## src/rtl/conv_pkg.sv

```systemverilog
// conv_pkg: shared types, sizes and helpers for the conv_sched issue scheduler.
//   R, C        input feature-map rows / cols
//   MAXK        largest supported kernel size
//   MAC_LAT     cycles from a mac_input_valid cycle to its product in mac_out
//   FIFO_DEPTH  output FIFO entries (initial credit count)
//   state_t     scheduler FSM states
//   kvalid()    kernel-size legality check
package conv_pkg;

  localparam int R          = 8;
  localparam int C          = 8;
  localparam int MAXK       = 5;
  localparam int MAC_LAT    = 4;
  localparam int FIFO_DEPTH = 7;

  localparam int X_ADDR_BITS = $clog2(R * C);
  localparam int W_ADDR_BITS = $clog2(MAXK * MAXK);
  localparam int K_BITS      = $clog2(MAXK + 1);
  localparam int CNT_BITS    = $clog2((R > C) ? R : C);
  localparam int CR_BITS     = $clog2(FIFO_DEPTH + 1);
  localparam int IF_BITS     = 4;

  typedef enum logic [2:0] {
    IDLE       = 3'd0,
    CHECK      = 3'd1,
    ISSUE_INIT = 3'd2,
    ISSUE_FEED = 3'd3,
    STALL      = 3'd4,
    DRAIN      = 3'd5,
    DONE       = 3'd6
  } state_t;

  // A kernel fits when it is non-empty and no larger than the map or MAXK.
  function automatic logic kvalid(input int k, input int r, input int c, input int maxk);
    return (k >= 1) && (k <= r) && (k <= maxk) && (k <= c);
  endfunction

endpackage

```

## src/rtl/conv_addr_gen.sv

```systemverilog
// conv_addr_gen: output-element (row/col) and kernel-tap (i/j) counters plus
// the memory address arithmetic for conv_sched.
//   clk, reset      clock, synchronous active-high reset
//   i_start         clear all counters (new computation)
//   i_init          clear tap counters (start of an element)
//   i_feed          advance one tap, j fastest, then the element position
//   i_k             latched kernel size
//   o_x_addr        (row+i)*C + (col+j)
//   o_w_addr        i*K + j
//   o_last_feed     current feed cycle is the element's final tap
//   o_last_element  current element is the final one of the output map
module conv_addr_gen
  import conv_pkg::*;
(
  input  logic                   clk,
  input  logic                   reset,
  input  logic                   i_start,
  input  logic                   i_init,
  input  logic                   i_feed,
  input  logic [K_BITS-1:0]      i_k,
  output logic [X_ADDR_BITS-1:0] o_x_addr,
  output logic [W_ADDR_BITS-1:0] o_w_addr,
  output logic                   o_last_feed,
  output logic                   o_last_element
);

  logic [CNT_BITS-1:0] r_row;
  logic [CNT_BITS-1:0] r_col;
  logic [CNT_BITS-1:0] r_i;
  logic [CNT_BITS-1:0] r_j;

  logic w_last_j;
  logic w_last_i;
  logic w_last_col;
  logic w_last_row;

  // Output map is (R-K+1) x (C-K+1), so the last row/col index is R-K / C-K.
  always_comb begin
    w_last_j   = (int'(r_j) == int'(i_k) - 1);
    w_last_i   = (int'(r_i) == int'(i_k) - 1);
    w_last_col = (int'(r_col) == C - int'(i_k));
    w_last_row = (int'(r_row) == R - int'(i_k));
  end

  assign o_last_feed    = i_feed && w_last_i && w_last_j;
  assign o_last_element = w_last_row && w_last_col;

  assign o_x_addr = X_ADDR_BITS'((int'(r_row) + int'(r_i)) * C + int'(r_col) + int'(r_j));
  assign o_w_addr = W_ADDR_BITS'(int'(r_i) * int'(i_k) + int'(r_j));

  always_ff @(posedge clk) begin
    if (reset || i_start) begin
      r_row <= '0;
      r_col <= '0;
      r_i   <= '0;
      r_j   <= '0;
    end else if (i_init) begin
      r_i <= '0;
      r_j <= '0;
    end else if (i_feed) begin
      if (!w_last_j) begin
        r_j <= r_j + CNT_BITS'(1);
      end else begin
        r_j <= '0;
        if (!w_last_i) begin
          r_i <= r_i + CNT_BITS'(1);
        end else begin
          r_i <= '0;
          // Wrap to the origin after the final element so idle addresses read 0.
          if (o_last_element) begin
            r_row <= '0;
            r_col <= '0;
          end else if (w_last_col) begin
            r_col <= '0;
            r_row <= r_row + CNT_BITS'(1);
          end else begin
            r_col <= r_col + CNT_BITS'(1);
          end
        end
      end
    end
  end

endmodule

```

## src/rtl/conv_sched.sv

```systemverilog
// conv_sched: pipelined issue scheduler for the 2D-convolution datapath.
// Issues X/W addresses and MAC controls for consecutive output elements
// back-to-back, and uses a credit counter mirroring free output FIFO space.
//   clk, reset        clock, synchronous active-high reset
//   inputs_loaded     level: X/W/K/B ready, starts a computation from IDLE
//   K                 kernel size, stable while inputs_loaded
//   X_read_addr       input memory address
//   W_read_addr       weight memory address
//   mac_init_acc      load accumulator with bias
//   mac_input_valid   accumulate current X_data*W_data
//   fifo_in_valid     mac_out holds a finished element (1-cycle pulse)
//   fifo_in_ready     FIFO can accept
//   fifo_pop          downstream consumed one FIFO entry
//   compute_finished  1-cycle pulse, all results written
//   cfg_err           sticky: bad K or result dropped at a non-ready FIFO
//   o_dbg_state       FSM state
//   o_dbg_credits     free FIFO entries not yet reserved
//
// FIFO handshake: fifo_in_valid is a push pulse with no backpressure; a
// push while fifo_in_ready=0 loses the result and sets cfg_err. Credits are
// reserved at issue time and returned on fifo_pop, so a well-behaved FIFO is
// never full when a result arrives.
module conv_sched
  import conv_pkg::*;
(
  input  logic                   clk,
  input  logic                   reset,
  input  logic                   inputs_loaded,
  input  logic [K_BITS-1:0]      K,
  output logic [X_ADDR_BITS-1:0] X_read_addr,
  output logic [W_ADDR_BITS-1:0] W_read_addr,
  output logic                   mac_init_acc,
  output logic                   mac_input_valid,
  output logic                   fifo_in_valid,
  input  logic                   fifo_in_ready,
  input  logic                   fifo_pop,
  output logic                   compute_finished,
  output logic                   cfg_err,
  output state_t                 o_dbg_state,
  output logic [CR_BITS-1:0]     o_dbg_credits
);

  state_t              r_state;
  state_t              w_next;
  logic [K_BITS-1:0]   r_k;
  logic [CR_BITS-1:0]  r_credits;
  logic [IF_BITS-1:0]  r_inflight;
  logic [MAC_LAT:0]    r_pipe;
  logic                r_mac_init;
  logic                r_mac_valid;
  logic                r_err;

  logic w_k_ok;
  logic w_credit_ok;
  logic w_reserve;
  logic w_last_feed;
  logic w_last_element;

  assign w_k_ok      = kvalid(int'(K), R, C, MAXK);
  assign w_credit_ok = (r_credits != '0);
  assign w_reserve   = (r_state == ISSUE_INIT);

  conv_addr_gen u_addr_gen (
    .clk            (clk),
    .reset          (reset),
    .i_start        (r_state == CHECK),
    .i_init         (r_state == ISSUE_INIT),
    .i_feed         (r_state == ISSUE_FEED),
    .i_k            (r_k),
    .o_x_addr       (X_read_addr),
    .o_w_addr       (W_read_addr),
    .o_last_feed    (w_last_feed),
    .o_last_element (w_last_element)
  );

  always_ff @(posedge clk) begin
    if (reset) r_state <= IDLE;
    else       r_state <= w_next;
  end

  always_comb begin
    w_next = r_state;
    unique case (r_state)
      IDLE:       if (inputs_loaded) w_next = CHECK;
      CHECK: begin
        if (!w_k_ok)          w_next = DONE;
        else if (w_credit_ok) w_next = ISSUE_INIT;
        else                  w_next = STALL;
      end
      ISSUE_INIT: w_next = ISSUE_FEED;
      ISSUE_FEED: begin
        if (w_last_feed) begin
          if (w_last_element)   w_next = DRAIN;
          else if (w_credit_ok) w_next = ISSUE_INIT;
          else                  w_next = STALL;
        end
      end
      STALL:      if (w_credit_ok) w_next = ISSUE_INIT;
      DRAIN:      if (r_inflight == '0) w_next = DONE;
      DONE:       w_next = IDLE;
      default:    w_next = IDLE;
    endcase
  end

  always_ff @(posedge clk) begin
    if (reset)                              r_k <= '0;
    else if (r_state == CHECK && w_k_ok)    r_k <= K;
  end

  // Reserve and pop in the same cycle cancel; pops saturate at FIFO_DEPTH.
  always_ff @(posedge clk) begin
    if (reset) begin
      r_credits <= CR_BITS'(FIFO_DEPTH);
    end else if (w_reserve && !fifo_pop) begin
      r_credits <= r_credits - CR_BITS'(1);
    end else if (!w_reserve && fifo_pop && r_credits != CR_BITS'(FIFO_DEPTH)) begin
      r_credits <= r_credits + CR_BITS'(1);
    end
  end

  always_ff @(posedge clk) begin
    if (reset) begin
      r_inflight <= '0;
    end else if (w_reserve && !fifo_in_valid) begin
      r_inflight <= r_inflight + IF_BITS'(1);
    end else if (!w_reserve && fifo_in_valid) begin
      r_inflight <= r_inflight - IF_BITS'(1);
    end
  end

  // Memory reads take one cycle, so the MAC controls are the state delayed
  // by one cycle. r_pipe[0] tags an element's last mac_input_valid cycle;
  // MAC_LAT stages later the finished element is in mac_out.
  always_ff @(posedge clk) begin
    if (reset) begin
      r_mac_init  <= 1'b0;
      r_mac_valid <= 1'b0;
      r_pipe      <= '0;
    end else begin
      r_mac_init  <= (r_state == ISSUE_INIT);
      r_mac_valid <= (r_state == ISSUE_FEED);
      r_pipe      <= {r_pipe[MAC_LAT-1:0], w_last_feed};
    end
  end

  always_ff @(posedge clk) begin
    if (reset) begin
      r_err <= 1'b0;
    end else begin
      if (r_state == CHECK)             r_err <= !w_k_ok;
      if (fifo_in_valid && !fifo_in_ready) r_err <= 1'b1;
    end
  end

  assign mac_init_acc     = r_mac_init;
  assign mac_input_valid  = r_mac_valid;
  assign fifo_in_valid    = r_pipe[MAC_LAT];
  assign compute_finished = (r_state == DONE);
  assign cfg_err          = r_err;
  assign o_dbg_state      = r_state;
  assign o_dbg_credits    = r_credits;

endmodule

```

## config.mk

```make
export PLATFORM = sky130hd
export DESIGN_NAME = conv_sched
export DESIGN_NICKNAME = d
export VERILOG_FILES = /design/src/rtl/conv_pkg.sv /design/src/rtl/conv_addr_gen.sv /design/src/rtl/conv_sched.sv
export SDC_FILE = /design/constraint.sdc
export NUM_CORES = 1
export LEC_CHECK = 0
export BUFFER_PORTS_ARGS = -buffer_cell sky130_fd_sc_hd__buf_4
export CAP_MARGIN = 20
export CELL_PAD_IN_SITES_DETAIL_PLACEMENT = 1
export CELL_PAD_IN_SITES_GLOBAL_PLACEMENT = 1
export CORE_ASPECT_RATIO = 2
export CORE_MARGIN = 2
export CORE_UTILIZATION = 45
export CTS_BUF_LIST = sky130_fd_sc_hd__clkbuf_2
export DETAILED_ROUTE_END_ITERATION = 16
export PLACE_DENSITY = 0.8
export SLEW_MARGIN = 30
export SYNTH_ARGS = -nofsm -noshare
export SYNTH_HDL_FRONTEND = slang
export SYNTH_SLANG_ARGS = --single-unit
export TNS_END_PERCENT = 1
```

## constraint.sdc

```tcl
create_clock -name clk -period 4.9 [get_ports clk]
set_input_delay 0 -clock clk [delete_from_list [all_inputs] [get_ports clk]]
set_output_delay 0 -clock clk [all_outputs]
set_load 0.02 [all_outputs]
```

==> reports/qor.yml <==
outcome:
  status: "finished clean"
sta:
  max_freq_mhz: 311
  hold_viol_final: 0
  skew_ns: 0.0255
  timing.setup.tns_ns: 0
  finalWorstSetupSlack_ns: 1.68
  slew_viol_final: 0
  max-slew-margin-rel_pct: 44.0
  worst_pin_slew_ns: 0.839
  setup_viol: 0
  rsz0062_at_grt: "false"
  post-route-period-util_pct: 65.7
  fin_crit_ns: 3.22
clock_network:
  clk_pin_slew_worst_paths_ns: 0.17
  ctsLongestPathBuffers: 2
  cts_max_level: 2
  clk_latency_ns: 0.41
  cts_tree: "built"
  root_buffer: "clkbuf_2"
  cts_setup_buffers: 0
  cts_buffers: 5
  cts_sinks: 33
floorplanning:
  fp-row-count: 38
  die_y_um: 109
  io_pins: 30
  start_util_pct: 46.3
  coreArea_um2: 5370
  die_w_um: 56.6
  die-area_um2: 6170
synthesis:
  synth_cell_types: 54
  synth_compound_area_share_pct: 16.3
  synth_area_leaders: "dfxtp_1, ha_1, fa_1, xor2_1, xnor2_1"
  syn_avg_cell_area_um2: 8.46
  yosysSeqAreaShare_pct: 26.6
  synthXorXnorAreaFrac_pct: 10.7
  synth.cell_area_um2: 2490
  synth.ff_latch_count: 33
  yosysMostFrequentCell: "dfxtp_1"
  syn_nets: 331
  synth_mux_area_share_pct: 3.37
  synth-edff-count: 0
  synth_adder_area_share_pct: 16.7
  synth_top_area_share_pct: 26.6
  postSynthCellCount: 294
  synthArstFlopShare_pct: 0
  synth_top_family_by_area: "simple AND/OR/NAND/NOR gates"
  ys_warn_count: 0
  synth-simple-area-share_pct: 20.3
  yosys-top-cells-count: "dfxtp_1, nor2_1, ha_1, inv_1, nand2_1"
  synth_top_cell_by_area: "dfxtp_1"
  ys.flop_type: "dfxtp_1"
critical_path:
  endpoint_kind: "output pin"
  r2r_cells: 6
  reg2reg_from: "r_k[0]"
  path_class: "reg -> out"
  start_kind: "register"
  worstPathMaxFanout: 13
  startpoint: "r_k[2]"
  cp_data_required_time_ns: 4.90
  worstPathArrival_ns: 3.22
routing:
  first_pass_iters: 6
  drt_iter0_markers: 37
  num_vias: 2207
  wire_per_inst_um: 16.3
  finalWirelength_um: 6360
  postRouteAntennaNets: 0
  vias_per_cell: 5.66
  drc: 0
placement:
  preCtsSetupSlack_ns: 2.10
  io_buffers: 29
  gp_congestion: 0.821
  detailed_place_hpwl_um: 4950
power_and_ir_drop:
  ir_drop_v: 0.000236
  p_total_mw: 1.13
  power_density_nw_per_um2: 393
  leakage_nw: 1.31
grt:
  antenna_found_initial: 1
  grt_pass1_vias: 2350
  grt_usage_pct: 22.9
  grt_max_degree: 28
  grt.overflow.total: 0
  grt_pass1_wl_um: 10800
finish:
  nets: 365
  area_growth_pct: 15.2
  layout-drive-gt1-share_pct: 12.8
run:
  drv_cap: 0
min_path:
  hold_class: "in -> reg"
  hp-start: "inputs_loaded"
  hold_path_depth: 4
==> placed cells by master (no fill, tap or decap), drive strengths merged, types with 2 or more instances in the layout <==
master       count
ha              22
and2             6
nor2            24
nor3             9
nand2b           5
nor2b            7
clkbuf           5
buf             29
xor2            14
a21oi           19
xnor2           11
a211oi           2
a21o             6
nand2           21
clkinv           3
a211o            3
o21ai           17
mux2i            8
nand3            7
nand4            2
fa               7
dlygate4sd3     11
dfxtp           33
inv             23
o21bai           2
or2              5
o31ai            2
or4b             4
==> where the power goes <==
group / leakage [nW] / internal, mW / switching [mW]
Sequential: 0.268 / 0.315 / 0.0953
Clock: 0.0278 / 0.0311 / 0.101
Combinational: 1.01 / 0.266 / 0.317
==> logic make-up (layout without fill, tap and decap cells) <==
| kind of cell | after synthesis | in the layout |
|---|---|---|
| other | 0 | 1 |
| adder cells (fa/ha/maj) | 29 | 29 |
| multiplexers | 8 | 8 |
| XOR/XNOR | 27 | 27 |
| flip-flops | 33 | 33 |
| AO/OA/AOI/OAI | 64 | 64 |
| AND/OR/NAND/NOR | 97 | 97 |
| buffers and inverters | 36 | 71 |
==> per-layer routing <==
metal / wire length (um) / up-vias / global-route usage [%]
li1: - / 1081 / -
met1: 2320 / 1073 / 21.6
met2: 3660 / 36 / 45.1
met3: 138 / 17 / 2.97
met4: 245 / 0 / 13.1
met5: 0 / - / 0
==> cell type report <==
class,instances,area (um^2)
clock inverter,3,12.5
antenna,1,2.50
tap,60,75.1
inverter,23,86.3
sequential,33,661
timing repair buffer,40,328
clock buffer,5,25.0
fill,687,2510
multi-input combinational,225,1670
==> worst max-delay path, stage by stage, from the launching register on <==
cell,delay (ns)
dfxtp_1,0.64
nand2_1,0.17
fa_1,0.56
inv_1,0.05
fa_1,0.47
ha_1,0.30
a21o_1,0.17
a21oi_1,0.17
xnor2_1,0.13
buf_4,0.16
==> metrics by stage <==
stage | instance area (um^2) | std cells | hold slack (ns) | util (%)
CTS | 2860 | 389 | 0.00565 | 53.3
global route | 2860 | 390 | 0.0308 | 53.3
global placement | 2710 | 370 | 0.266 | 50.5
finish | 2860 | 390 | 0.0113 | 53.3
floorplan | 2490 | 294 | 0.144 | -
detailed placement | 2710 | 370 | 0.286 | 50.5
==> sequential cells by signal (all words and copies together), names as in the netlist <==
register and cells:
u_addr_gen.r_col 3, r_pipe 5, u_addr_gen.r_j 3, r_inflight 4
mac_init_acc 1, o_dbg_credits 3, u_addr_gen.r_i 3, u_addr_gen.r_row 3
o_dbg_state 3, mac_input_valid 1, r_k 3, cfg_err 1
==> what timing repair did <==
item                      in CTS  in global routing
hold buffers                  11                  0
hold endpoints to repair      14                  0
gates resized for setup        0                  0
==> worst paths after layout <==
check                        endpoint  slack (ns)
setup reg to reg  u_addr_gen.r_row[2]        2.16
setup / recovery       W_read_addr[4]        1.68
hold reg to reg             r_pipe[4]        0.47
hold / removal         o_dbg_state[0]        0.01
Power figures use the tool's default switching activity.
